==> src/rtl/fb_pkg.sv <==
// Shared types and constants for the text framebuffer reader.
package fb_pkg;

  typedef enum logic [2:0] {
    ST_IDLE,
    ST_FETCH,
    ST_EMIT,
    ST_EOL,
    ST_DONE
  } fb_state_e;

  localparam logic [7:0] FB_BASE_DEF = 8'hC0;
  localparam logic [7:0] CHAR_NL     = 8'h0A;
  localparam logic [7:0] CHAR_DOT    = 8'h2E;
  localparam logic [7:0] PRINT_LO    = 8'h20;
  localparam logic [7:0] PRINT_HI    = 8'h7E;

endpackage

==> src/rtl/fb_frame_tick.sv <==
// Free-running frame period counter; tick_o marks its last count.
module fb_frame_tick #(
  parameter int unsigned FRAME_PERIOD = 256
) (
  input  logic clk,
  input  logic rst,
  output logic tick_o
);

  localparam int CW = $clog2(FRAME_PERIOD);
  localparam logic [CW-1:0] LAST = CW'(FRAME_PERIOD - 1);

  logic [CW-1:0] cnt_q, cnt_d;

  assign tick_o = (cnt_q == LAST);
  assign cnt_d  = tick_o ? '0 : cnt_q + CW'(1);

  always_ff @(posedge clk or posedge rst) begin
    if (rst) cnt_q <= '0;
    else     cnt_q <= cnt_d;
  end

endmodule

==> src/rtl/fb_text_reader.sv <==
// Scans the text framebuffer and streams it out row by row with newlines.
// Define FB_NONPRINT_FILTER_EN to replace non-printable bytes with '.'.
module fb_text_reader
  import fb_pkg::*;
#(
  parameter logic [7:0]  FB_BASE      = FB_BASE_DEF,
  parameter int unsigned FB_COLS      = 16,
  parameter int unsigned FB_ROWS      = 4,
  parameter int unsigned FRAME_PERIOD = 256
) (
  input  logic       clk,
  input  logic       rst,
  input  logic       frame_start,
  output logic       mem_req,
  output logic [7:0] mem_addr,
  input  logic       mem_gnt,
  input  logic [7:0] mem_rdata,
  output logic       char_valid,
  output logic [7:0] char_data,
  input  logic       char_ready,
  output logic       busy,
  output logic       frame_done,
  output logic       frame_overrun
);

  localparam int CW = (FB_COLS > 1) ? $clog2(FB_COLS) : 1;
  localparam int RW = (FB_ROWS > 1) ? $clog2(FB_ROWS) : 1;
  localparam logic [CW-1:0] COL_LAST = CW'(FB_COLS - 1);
  localparam logic [RW-1:0] ROW_LAST = RW'(FB_ROWS - 1);

  fb_state_e     state_q, state_d;
  logic [7:0]    ptr_q, ptr_d;
  logic [CW-1:0] col_q, col_d;
  logic [RW-1:0] row_q, row_d;
  logic [7:0]    char_q, char_d;
  logic          pend_q, pend_d;
  logic          ovr_q, ovr_d;

  logic          req_q, req_d;
  logic [7:0]    addr_q, addr_d;
  logic          val_q, val_d;
  logic [7:0]    data_q, data_d;
  logic          done_q, done_d;
  logic          busy_q, busy_d;

  logic       tick;
  logic       trig;
  logic [7:0] fetched;

  fb_frame_tick #(
    .FRAME_PERIOD(FRAME_PERIOD)
  ) u_tick (
    .clk   (clk),
    .rst   (rst),
    .tick_o(tick)
  );

  assign trig = tick | frame_start;

`ifdef FB_NONPRINT_FILTER_EN
  assign fetched = (mem_rdata < PRINT_LO || mem_rdata > PRINT_HI)
                 ? CHAR_DOT : mem_rdata;
`else
  assign fetched = mem_rdata;
`endif

  always_comb begin
    state_d = state_q;
    ptr_d   = ptr_q;
    col_d   = col_q;
    row_d   = row_q;
    char_d  = char_q;
    pend_d  = pend_q;
    ovr_d   = ovr_q;

    // A second queued trigger cannot be honoured; record it.
    if (trig && state_q != ST_IDLE) begin
      if (pend_q) ovr_d  = 1'b1;
      else        pend_d = 1'b1;
    end

    unique case (state_q)
      ST_IDLE: begin
        if (trig || pend_q) begin
          pend_d  = 1'b0;
          ptr_d   = FB_BASE;
          col_d   = '0;
          row_d   = '0;
          state_d = ST_FETCH;
        end
      end
      ST_FETCH: begin
        if (mem_gnt) begin
          char_d  = fetched;
          state_d = ST_EMIT;
        end
      end
      ST_EMIT: begin
        if (char_ready) begin
          ptr_d = ptr_q + 8'd1;
          if (col_q == COL_LAST) begin
            col_d   = '0;
            state_d = ST_EOL;
          end else begin
            col_d   = col_q + CW'(1);
            state_d = ST_FETCH;
          end
        end
      end
      ST_EOL: begin
        if (char_ready) begin
          if (row_q == ROW_LAST) begin
            state_d = ST_DONE;
          end else begin
            row_d   = row_q + RW'(1);
            state_d = ST_FETCH;
          end
        end
      end
      ST_DONE: state_d = ST_IDLE;
      default: state_d = ST_IDLE;
    endcase
  end

  always_comb begin
    req_d  = 1'b0;
    addr_d = '0;
    val_d  = 1'b0;
    data_d = '0;
    done_d = 1'b0;
    unique case (1'b1)
      state_d == ST_FETCH: begin
        req_d  = 1'b1;
        addr_d = ptr_d;
      end
      state_d == ST_EMIT: begin
        val_d  = 1'b1;
        data_d = char_d;
      end
      state_d == ST_EOL: begin
        val_d  = 1'b1;
        data_d = CHAR_NL;
      end
      state_d == ST_DONE: done_d = 1'b1;
      default: ;
    endcase
    busy_d = (state_d != ST_IDLE);
  end

  always_ff @(posedge clk or posedge rst) begin
    if (rst) begin
      state_q <= ST_IDLE;
      ptr_q   <= FB_BASE;
      col_q   <= '0;
      row_q   <= '0;
      char_q  <= '0;
      pend_q  <= 1'b0;
      ovr_q   <= 1'b0;
      req_q   <= 1'b0;
      addr_q  <= '0;
      val_q   <= 1'b0;
      data_q  <= '0;
      done_q  <= 1'b0;
      busy_q  <= 1'b0;
    end else begin
      state_q <= state_d;
      ptr_q   <= ptr_d;
      col_q   <= col_d;
      row_q   <= row_d;
      char_q  <= char_d;
      pend_q  <= pend_d;
      ovr_q   <= ovr_d;
      req_q   <= req_d;
      addr_q  <= addr_d;
      val_q   <= val_d;
      data_q  <= data_d;
      done_q  <= done_d;
      busy_q  <= busy_d;
    end
  end

  assign mem_req       = req_q;
  assign mem_addr      = addr_q;
  assign char_valid    = val_q;
  assign char_data     = data_q;
  assign busy          = busy_q;
  assign frame_done    = done_q;
  assign frame_overrun = ovr_q;

endmodule

==> config.mk <==
export PLATFORM = sky130hd
export DESIGN_NAME = fb_text_reader
export DESIGN_NICKNAME = d
export VERILOG_FILES = /design/src/rtl/fb_pkg.sv /design/src/rtl/fb_frame_tick.sv /design/src/rtl/fb_text_reader.sv
export SDC_FILE = /design/constraint.sdc
export NUM_CORES = 1
export LEC_CHECK = 0
export CAP_MARGIN = 20
export CORE_UTILIZATION = 45
export DETAILED_ROUTE_END_ITERATION = 8
export GPL_TIMING_DRIVEN = 0
export PLACE_DENSITY = 0.7
export SLEW_MARGIN = 20
export SYNTH_ARGS = -nofsm -noshare
export SYNTH_HDL_FRONTEND = slang
export SYNTH_HIERARCHICAL = 1
export SYNTH_SLANG_ARGS = --single-unit
export TNS_END_PERCENT = 50
==> constraint.sdc <==
create_clock -name clk -period 2 [get_ports clk]
set_input_delay 0.4 -clock clk [delete_from_list [all_inputs] [get_ports clk]]
set_output_delay 0.4 -clock clk [all_outputs]
set_load 0.03 [all_outputs]
==> results.sh <==
export IMPL_startpoint_type="flip-flop"
export IMPL_maxCapViolCount=0
export IMPL_drt_first_pass_iters=4
export IMPL_synth_cell_types=51
export IMPL_dieArea_sq_um=5624
export IMPL_ys_ff_latch=55
export IMPL_ioPinCount=34
export IMPL_grt_pass1_wl_um=7362
export IMPL_synth_compound_area_share_pct=10.75
export IMPL_status="finished, final reports clean"
export IMPL_clk_path_buf_depth=2
export IMPL_drc=0
export IMPL_worst_slew_pin_slew_ns=0.5220
export IMPL_critPathCaptureType="flip-flop"
export IMPL_cts_tree="built"
export IMPL_synth_edf_count=0
export IMPL_p_total_uw=3680
export IMPL_numCtsBuffers=5
export IMPL_root_buffer="clkbuf_8"
export IMPL_layout_common_cells="dfrtp_1 (53), clkdlybuf4s50_1 (33), nand2_1 (15), nor2b_1 (14), o21ai_0 (12)"
export IMPL_hold_class="input pin to asynchronous set/reset pin"
export IMPL_viasPerCell=5.311
export IMPL_grt_ovfl_total=0
export IMPL_syn_area_sq_um=2397
export IMPL_crit_fanout=5
export IMPL_ys_seq_area_share_pct=57.52
export IMPL_p_leak_uw=0.001357
export IMPL_seqCellArea_sq_um=1379
export IMPL_finalCriticalPeriod_ns=1.898
export IMPL_fin_setup_tns_ns=0
export IMPL_antenna_found_initial=0
export IMPL_clkSinkCount=55
export IMPL_crit_family="simple AND/OR/NAND/NOR gates"
export IMPL_arrival_ns=2.12
export IMPL_num_rows=26
export IMPL_ant_nets=0
export IMPL_initial_core_util_pct=46.94
export IMPL_die_w_um=74.99
export IMPL_cts_clk_slew_worst_paths_ns=0.09
export IMPL_rsz0062_at_grt="no"
export IMPL_grt_max_degree=25
export IMPL_synth_avg_cell_area_sq_um=11.64
export IMPL_synthMuxAreaShare_pct=4.541
export IMPL_finalWorstSetupSlack_ns=0.1019
export IMPL_synthFlopType="dfrtp_1"
export IMPL_grtUsageTotal_pct=17.90
export IMPL_grt_pass1_vias=1634
export IMPL_drtIter0Drc=99
export IMPL_dieHeight_um=74.99
export IMPL_area_growth_pct=24.90
export IMPL_fillers=447
export IMPL_final_core_util_pct=58.62
export IMPL_multi_input_area_sq_um=983.4
export IMPL_critPathKind="flip-flop to flip-flop"
export IMPL_hold_buffers=0
export IMPL_ir_worst_vdd_v=0.0007018
export IMPL_cts_htree_levels=2
export IMPL_slew_headroom_pct=65.15
export IMPL_layout_nets=268
export IMPL_path_buf_inv=0
export IMPL_pre_cts_ws_ns=-0.2665
export IMPL_layout_commonest_cell="dfrtp_1"
export IMPL_dr_total_vias=1710
export IMPL_synth_async_reset_ratio_pct=100.0
export IMPL_yosys_area_share_xor_xnor_pct=2.557
export IMPL_cp_required_ns=2.22
export IMPL_place_area_sq_um=2835
export IMPL_timing_fmax_mhz=526.8
export IMPL_drive_gt1_share_pct=19.05
export IMPL_syn_nets=223
export IMPL_dp_hpwl_um=3018
export IMPL_finalCritPeriodShare_pct=94.90
export IMPL_skew_ns=0.007765
export IMPL_max_stage_delay_ns=0.40
export IMPL_final_hold_viol_count=0
export IMPL_fin_area_sq_um=2994
export IMPL_cp_slowest_cell="dfrtp_1"
export IMPL_final_max_slew_violation_count=0
export IMPL_avgRoutedWirePerCell_um=14.12
export IMPL_ys_warnings_count=6
export IMPL_synth_fa_ha_area_share_pct=2.088
export IMPL_finalSetupViolCount=0
export IMPL_placement_io_buffers=33
export IMPL_clock_latency_ns=0.30
export IMPL_synth_top_family_by_area="simple AND/OR/NAND/NOR gates"
export IMPL_syn_inst=206
export IMPL_n_antenna_cell=0
export IMPL_crit_chain="ha_2 -> nand2_2 -> nor3_4 -> or3_4 -> a21oi_4 -> a211o_4 -> nor3_2"
export IMPL_synthSimpleGateAreaFrac_pct=18.74
export IMPL_wl_um=4546
export IMPL_fp_coreArea_sq_um=5107
export IMPL_place_congestion=0.7862
export IMPL_powerDensity_nw_per_um2=1229
Yosys cell counts (all sizes together), types with 3 or more instances:
cell	count	share of area (%)
ha	4	2.1
mux2	7	3.3
buf	5	1.7
nand3	6	1.5
nand2	16	2.5
a21oi	9	2.2
nor3	6	1.7
nand4	4	1.0
xor2	4	1.5
dfrtp	53	55
or3	3	0.89
o21ai	13	2.7
mux2i	3	1.3
nor2	11	1.7
and3	4	1.0
inv	10	1.6
nor2b	14	3.7
a211o	3	1.1
xnor2	3	1.1
per-stage QoR:
step | cells | hold WS [ns]
final | 322 | 0.3772
after global routing | 322 | 0.4293
after CTS | 320 | 0.3827
after detailed placement | 310 | 0.4784
after global placement | 309 | 0.4637
after floorplan | 206 | 0.2157
repair_timing:
action / in CTS / in global routing
gates resized for setup: 8 / 3
endpoints found under the setup margin: 20 / 10
pin swaps: 3 / 1
cloned: 1 / 0
setup buffers: 1 / 2
hold endpoints to repair: 0 / 0
registers in the layout, indices dropped and copies added, names as in the netlist:
name,cells
col_q,4
state_q,3
pend_q,1
ptr_q,8
busy,1
mem_req,1
char_data,8
frame_done,1
char_q,8
u_tick/cnt_q,8
mem_addr,8
char_valid,1
row_q,2
frame_overrun,1
routing by layer:
layer,part of all wire (%),GRT usage [%],routed length [um]
met2,48,29.33,2201
met5,0,0,0
met3,5.0,5.221,229
met1,45,22.99,2054
met4,1.3,5.660,59
power by group:
| group | internal, uW | switching (uW) |
|---|---|---|
| sequential | 1390 | 125 |
| combinational | 684 | 893 |
| clock | 250 | 335 |
| total | 2330 | 1350 |
kinds of logic after synthesis:
logic type | Yosys count
and+or+nand+nor | 76
buffers and inverters | 16
muxes | 10
adders and majority gates | 4
AOI/OAI and AO/OA | 38
DFF | 55
xor gates and xnor gates | 7
worst paths after layout:
check,startpoint,endpoint,slack (ns),cells after the start
min in group clk,u_tick/cnt_q[0],u_tick/cnt_q[0],0.48,1
worst min register to register,u_tick/cnt_q[0],u_tick/cnt_q[0],0.48,1
worst min-delay path,rst,u_tick/cnt_q[0],0.38,2
max in group asynchronous,rst,ptr_q[6],0.94,3
worst max register to register,u_tick/cnt_q[0],mem_addr[3],0.10,7
worst max-delay path,u_tick/cnt_q[0],mem_addr[3],0.10,7
cell type report:
class | instances | area share, %
sequential | 55 | 46.05
multi-input combinational | 136 | 32.85
timing repair buffer | 37 | 12.45
tap | 70 | 2.925
clock buffer | 8 | 2.674
buffer | 6 | 1.797
inverter | 10 | 1.254
(Power assumes the default switching activity.)
